**src/rtl/dmem_dump_reader.sv**
```systemverilog
// dmem_dump_reader: streams a word-aligned window of the data BRAM over valid/ready; DMEM_DUMP_CHECKSUM_EN adds a running checksum port
module dmem_dump_reader #(
  parameter int ADDR_WIDTH = 10,
  parameter int DATA_WIDTH = 32,
  parameter int CNT_WIDTH  = 11
) (
  input  logic                  clk,
  input  logic                  rst,
  input  logic                  start,
  input  logic [ADDR_WIDTH-1:0] base_addr,
  input  logic [CNT_WIDTH-1:0]  word_count,
  output logic                  busy,
  output logic                  done,
  output logic [ADDR_WIDTH-1:0] dbg_addr,
  input  logic [DATA_WIDTH-1:0] dbg_data,
  output logic                  m_valid,
  input  logic                  m_ready,
  output logic [DATA_WIDTH-1:0] m_data,
  output logic [ADDR_WIDTH-1:0] m_addr,
  output logic                  m_last
`ifdef DMEM_DUMP_CHECKSUM_EN
  ,output logic [DATA_WIDTH-1:0] checksum
`endif
);
  typedef enum logic [1:0] {IDLE, FETCH, HOLD, DONE} state_t;
  state_t state, state_next;
  logic [ADDR_WIDTH-1:0] cur_addr;
  logic [CNT_WIDTH-1:0] rem;
  logic accept, hs, last_word;
  assign accept = state == IDLE && start;
  assign hs = state == HOLD && m_valid && m_ready;
  assign last_word = rem == CNT_WIDTH'(1);
  // state register
  always_ff @(posedge clk)
    if (!rst) state <= IDLE;
    else state <= state_next;
  // next-state logic
  always_comb begin
    state_next = state;
    case (state)
      IDLE:  state_next = start ? (word_count == '0 ? DONE : FETCH) : IDLE;
      FETCH: state_next = HOLD;
      HOLD:  state_next = hs ? (last_word ? DONE : FETCH) : HOLD;
      DONE:  state_next = IDLE;
      default: state_next = IDLE;
    endcase
  end
  // combinational outputs: busy spans every non-idle state, BRAM is addressed from the walk pointer
  always_comb begin
    busy = state != IDLE;
    dbg_addr = cur_addr;
  end
  // walk pointer, word counter, output beat register and the registered done pulse
  always_ff @(posedge clk) begin
    if (!rst) begin
      cur_addr <= '0;
      rem <= '0;
      m_valid <= 1'b0;
      m_data <= '0;
      m_addr <= '0;
      m_last <= 1'b0;
      done <= 1'b0;
    end else begin
      done <= state == DONE;
      if (accept) begin
        cur_addr <= base_addr & ~ADDR_WIDTH'(3);
        rem <= word_count;
      end
      if (state == FETCH) begin
        m_data <= dbg_data;
        m_addr <= cur_addr;
        m_valid <= 1'b1;
        m_last <= last_word;
      end
      if (hs) begin
        m_valid <= 1'b0;
        m_last <= 1'b0;
        rem <= rem - CNT_WIDTH'(1);
        if (!last_word) cur_addr <= cur_addr + ADDR_WIDTH'(4);
      end
    end
  end
`ifdef DMEM_DUMP_CHECKSUM_EN
  // running sum of accepted beats, restarted by each accepted start
  always_ff @(posedge clk)
    if (!rst || accept) checksum <= '0;
    else if (hs) checksum <= checksum + m_data;
`endif
endmodule
```
**config.mk**
```make
export PLATFORM = sky130hd
export DESIGN_NAME = dmem_dump_reader
export DESIGN_NICKNAME = d
export VERILOG_FILES = /design/src/rtl/dmem_dump_reader.sv
export SDC_FILE = /design/constraint.sdc
export NUM_CORES = 1
export LEC_CHECK = 0
export CAP_MARGIN = 20
export CORE_MARGIN = 3
export CORE_UTILIZATION = 25
export DETAILED_ROUTE_END_ITERATION = 12
export GPL_ROUTABILITY_DRIVEN = 0
export GPL_TIMING_DRIVEN = 0
export SETUP_SLACK_MARGIN = 0.02
export SLEW_MARGIN = 20
export SYNTH_ARGS = -nofsm -noshare
export SYNTH_HDL_FRONTEND = slang
export SYNTH_SLANG_ARGS = --single-unit
```
**constraint.sdc**
```tcl
create_clock -name clk -period 6.1 [get_ports clk]
set_clock_uncertainty 0.2 [all_clocks]
set_input_delay 1.525 -clock clk [delete_from_list [all_inputs] [get_ports clk]]
set_output_delay 1.525 -clock clk [all_outputs]
set_load 0.005 [all_outputs]
```
==> run_results.csv <==
group,metric,value,unit
outcome,status,"finished, final reports clean",
sta,setup_violations,0,
critical_path,ff2ff_setup_slack,3.77,ns
global_routing,grt_overflow_total,0,
clock_tree,cts_made_buffers,9,
clock_tree,cts_resized,0,
critical_path,end_kind,"flip-flop",
sta,rsz0062_at_grt,"no",
global_routing,grt_pass1_wl,14300,um
clock_tree,clock_latency,0.34,ns
global_routing,grt_pass1_vias,2814,
layout,nets,531,
floorplanning,top_level_ports,113,
placement,placed_cell_area,4030,um^2
clock_tree,cts_tree,"yes",
synth,ys_warn_count,0,
layout,fillers,1108,
critical_path,slowest_delay,0.50,ns
floorplanning,coreArea,10500,um^2
synth,synthCells,350,
drt,drt_iter0_markers,113,
global_routing,busiest_layer,"met2",
critical_path,path_max_fanout,10,
floorplanning,die_w,111,um
sta,fmax,296,MHz
critical_path,cp_cell_sequence,"clkdlybuf4s50_1 > nor3b_1 > clkbuf_1 > clkbuf_1 > nand2_1 > a31oi_1",
placement,portBuffers,110,
clock_tree,clkSlewWorstSetupHoldPaths,0.08,ns
global_routing,gr-usage-met3,0.0437,
sta,min_period,3.38,ns
synth,synth-async-reset-ratio,0,
worst_hold_path,hold-path-cell-count,2,
drt,wirelength,8620,um
floorplanning,fp.dieArea,12300,um^2
placement,place_hpwl,6470,um
synth,synth_area_per_cell,7.87,um^2
synth,ys_seq_area_frac,0.494,
critical_path,cp-startpoint,"start",
clock_tree,cts_max_path_buffers,2,
sta,drv_slew,0,
sta,fin_tns_setup,0,ns
layout,antenna_cells,0,
power,ir_drop,0.106,mV
critical_path,crit_top_cell,"clkbuf_1",
layout,layout_common_cells,"clkdlybuf4s50_1, nand2_1, dfxtp_1, a21oi_1, nor2_1",
synth,synth_nets,410,
clock_tree,h-tree-depth,3,
floorplanning,start_util,0.262,
synth,synth_flop_cell,"dfxtp_1",
clock_tree,cts_setup_buffers,0,
global_routing,use_met1,0.173,
synth,syn_area,2760,um^2
drt,routedWlPerCell,14.1,um
critical_path,critPathKind,"input pin to flip-flop",
sta,fin_hold_ws,0.254,ns
floorplanning,rows,37,
critical_path,rr_worst_depth,8,
power,power_density,245,nW/um^2
drt,firstDrtPassIters,4,
global_routing,grt_antenna_before_repair,0,
floorplanning,die_h,111,um
sta,hold_viol_final,0,
sta,finalCritPeriodShare,0.554,
sta,slew_headroom,0.609,
job,max_cap_viol_count,0,
clock_tree,clockRootBuffer,"clkbuf_8",
global_routing,grt_util_all_layers,0.142,
sta,worstMarginPinSlew,0.581,ns
layout,final_common_cell,"clkdlybuf4s50_1",
global_routing,use_met2,0.238,
worst_hold_path,hold_class,"flip-flop to flip-flop",
clock_tree,cts_hold_buf,0,
synth,synth_cell_types,38,
synth,synth_edf_count,0,
clock_tree,clock_sinks,68,
critical_path,crit_path_end,"rem[8]",
synth,ys_ff_latch,68,
critical_path,start_kind,"input pin",
placement,pre_cts_ws,2.40,ns
critical_path,critPathRequiredTime,6.17,ns
power,leakagePower,0.00147,uW
global_routing,grt_max_degree,12,
drt,drc,0,
drt,via_count,2866,
power,design_power_total,1040,uW
layout,drive_above_1_share,0.0483,
critical_path,worstReg2RegEnd,"dbg_addr[5]",
critical_path,worstPathArrival,3.44,ns
drt,ant_nets,0,
sta,setup_ws,2.72,ns
critical_path,cp_slowest_cell,"clkdlybuf4s50_1",
drt,post_drt_via_cell_ratio,4.68,
layout,syn_to_final_growth,53.5,%
layout,design_area,4230,um^2
critical_path,timing.rr.start,"rem[1]",
==> cell families after synthesis <==
logic type | after synthesis | share of synthesized area
simple gates | 166 | 0.268
compound gates | 87 | 0.188
flops | 68 | 0.494
buf+inv | 26 | 0.0359
fa+ha+maj | 3 | 0.0136
==> per-layer routing <==
layer | vias to the layer above | part of all wire
met5 | - | 0
met4 | 0 | 0.018
met3 | 17 | 0.069
met2 | 107 | 0.48
met1 | 1287 | 0.44
li1 | 1455 | -
==> state kept, by name, summed over array words and instances, names as in the netlist <==
signal and flops:
done 1, dbg_addr 10, rem 11, m_data 32
state 2, m_addr 10, m_last 1, m_valid 1
==> where the power goes <==
group | internal, uW | switching [uW] | total (uW)
Sequential | 468 | 21.3 | 489
Combinational | 89.6 | 77.2 | 167
Clock | 210 | 170 | 380
==> worst max-delay path: cells and delay by family <==
| family | cells | cell delay [ns] |
|---|---|---|
| buffers and inverters | 3 | 1.39 |
| AO/OA/AOI/OAI | 1 | 0.18 |
| AND/OR/NAND/NOR | 2 | 0.36 |
==> synth_stat cells, types with 2 or more instances <==
master    number  area, um^2
nor4_1         4        25.0
clkbuf_1      16        60.1
nand2_1      101         379
inv_1          4        15.0
nand3_1       12        60.1
nand4_1        2        12.5
buf_1          5        18.8
o311ai_1       5        43.8
or3b_2         2        17.5
nor3b_1        2        15.0
a31oi_1        5        31.3
o21ai_0        3        15.0
o21ai_1        5        25.0
or4_4          2        22.5
o211ai_1       3        22.5
ha_1           3        37.5
a21oi_1       56         280
nor2_1        20        75.1
o311ai_0       2        17.5
dfxtp_1       68        1360
nor2b_1        2        12.5
nor3_1         6        30.0
and3_1         7        43.8
==> through the flow <==
step | instances | utilization
detailed placement | 596 | 0.383
CTS | 612 | 0.402
global route | 612 | 0.402
floorplan | 350 | -
global placement | 596 | 0.383
finish | 612 | 0.402
==> area by class of cell <==
| class | instances | area [um^2] | area share |
|---|---|---|---|
| Sequential cell | 68 | 1360 | 0.322 |
| Tap cell | 136 | 170 | 0.0402 |
| Clock buffer | 12 | 155 | 0.0367 |
| Clock inverter | 4 | 47.5 | 0.0112 |
| Buffer | 22 | 83.8 | 0.0198 |
| Timing Repair Buffer | 110 | 1100 | 0.260 |
| Inverter | 4 | 15.0 | 0.00355 |
| Multi-Input combinational cell | 256 | 1290 | 0.306 |
==> how the worst min path moves through the flow <==
stage / start / end / slack, ns
after floorplan: m_addr[0] / m_addr[0] / 0.25
after global placement: m_data[29] / m_data[29] / 0.24
after detailed placement: m_data[1] / m_data[1] / 0.25
after CTS: m_data[1] / m_data[1] / 0.26
after global routing: m_addr[6] / m_addr[6] / 0.27
final: m_data[2] / m_data[2] / 0.25
No activity file was read; power rests on OpenSTA's default activity.
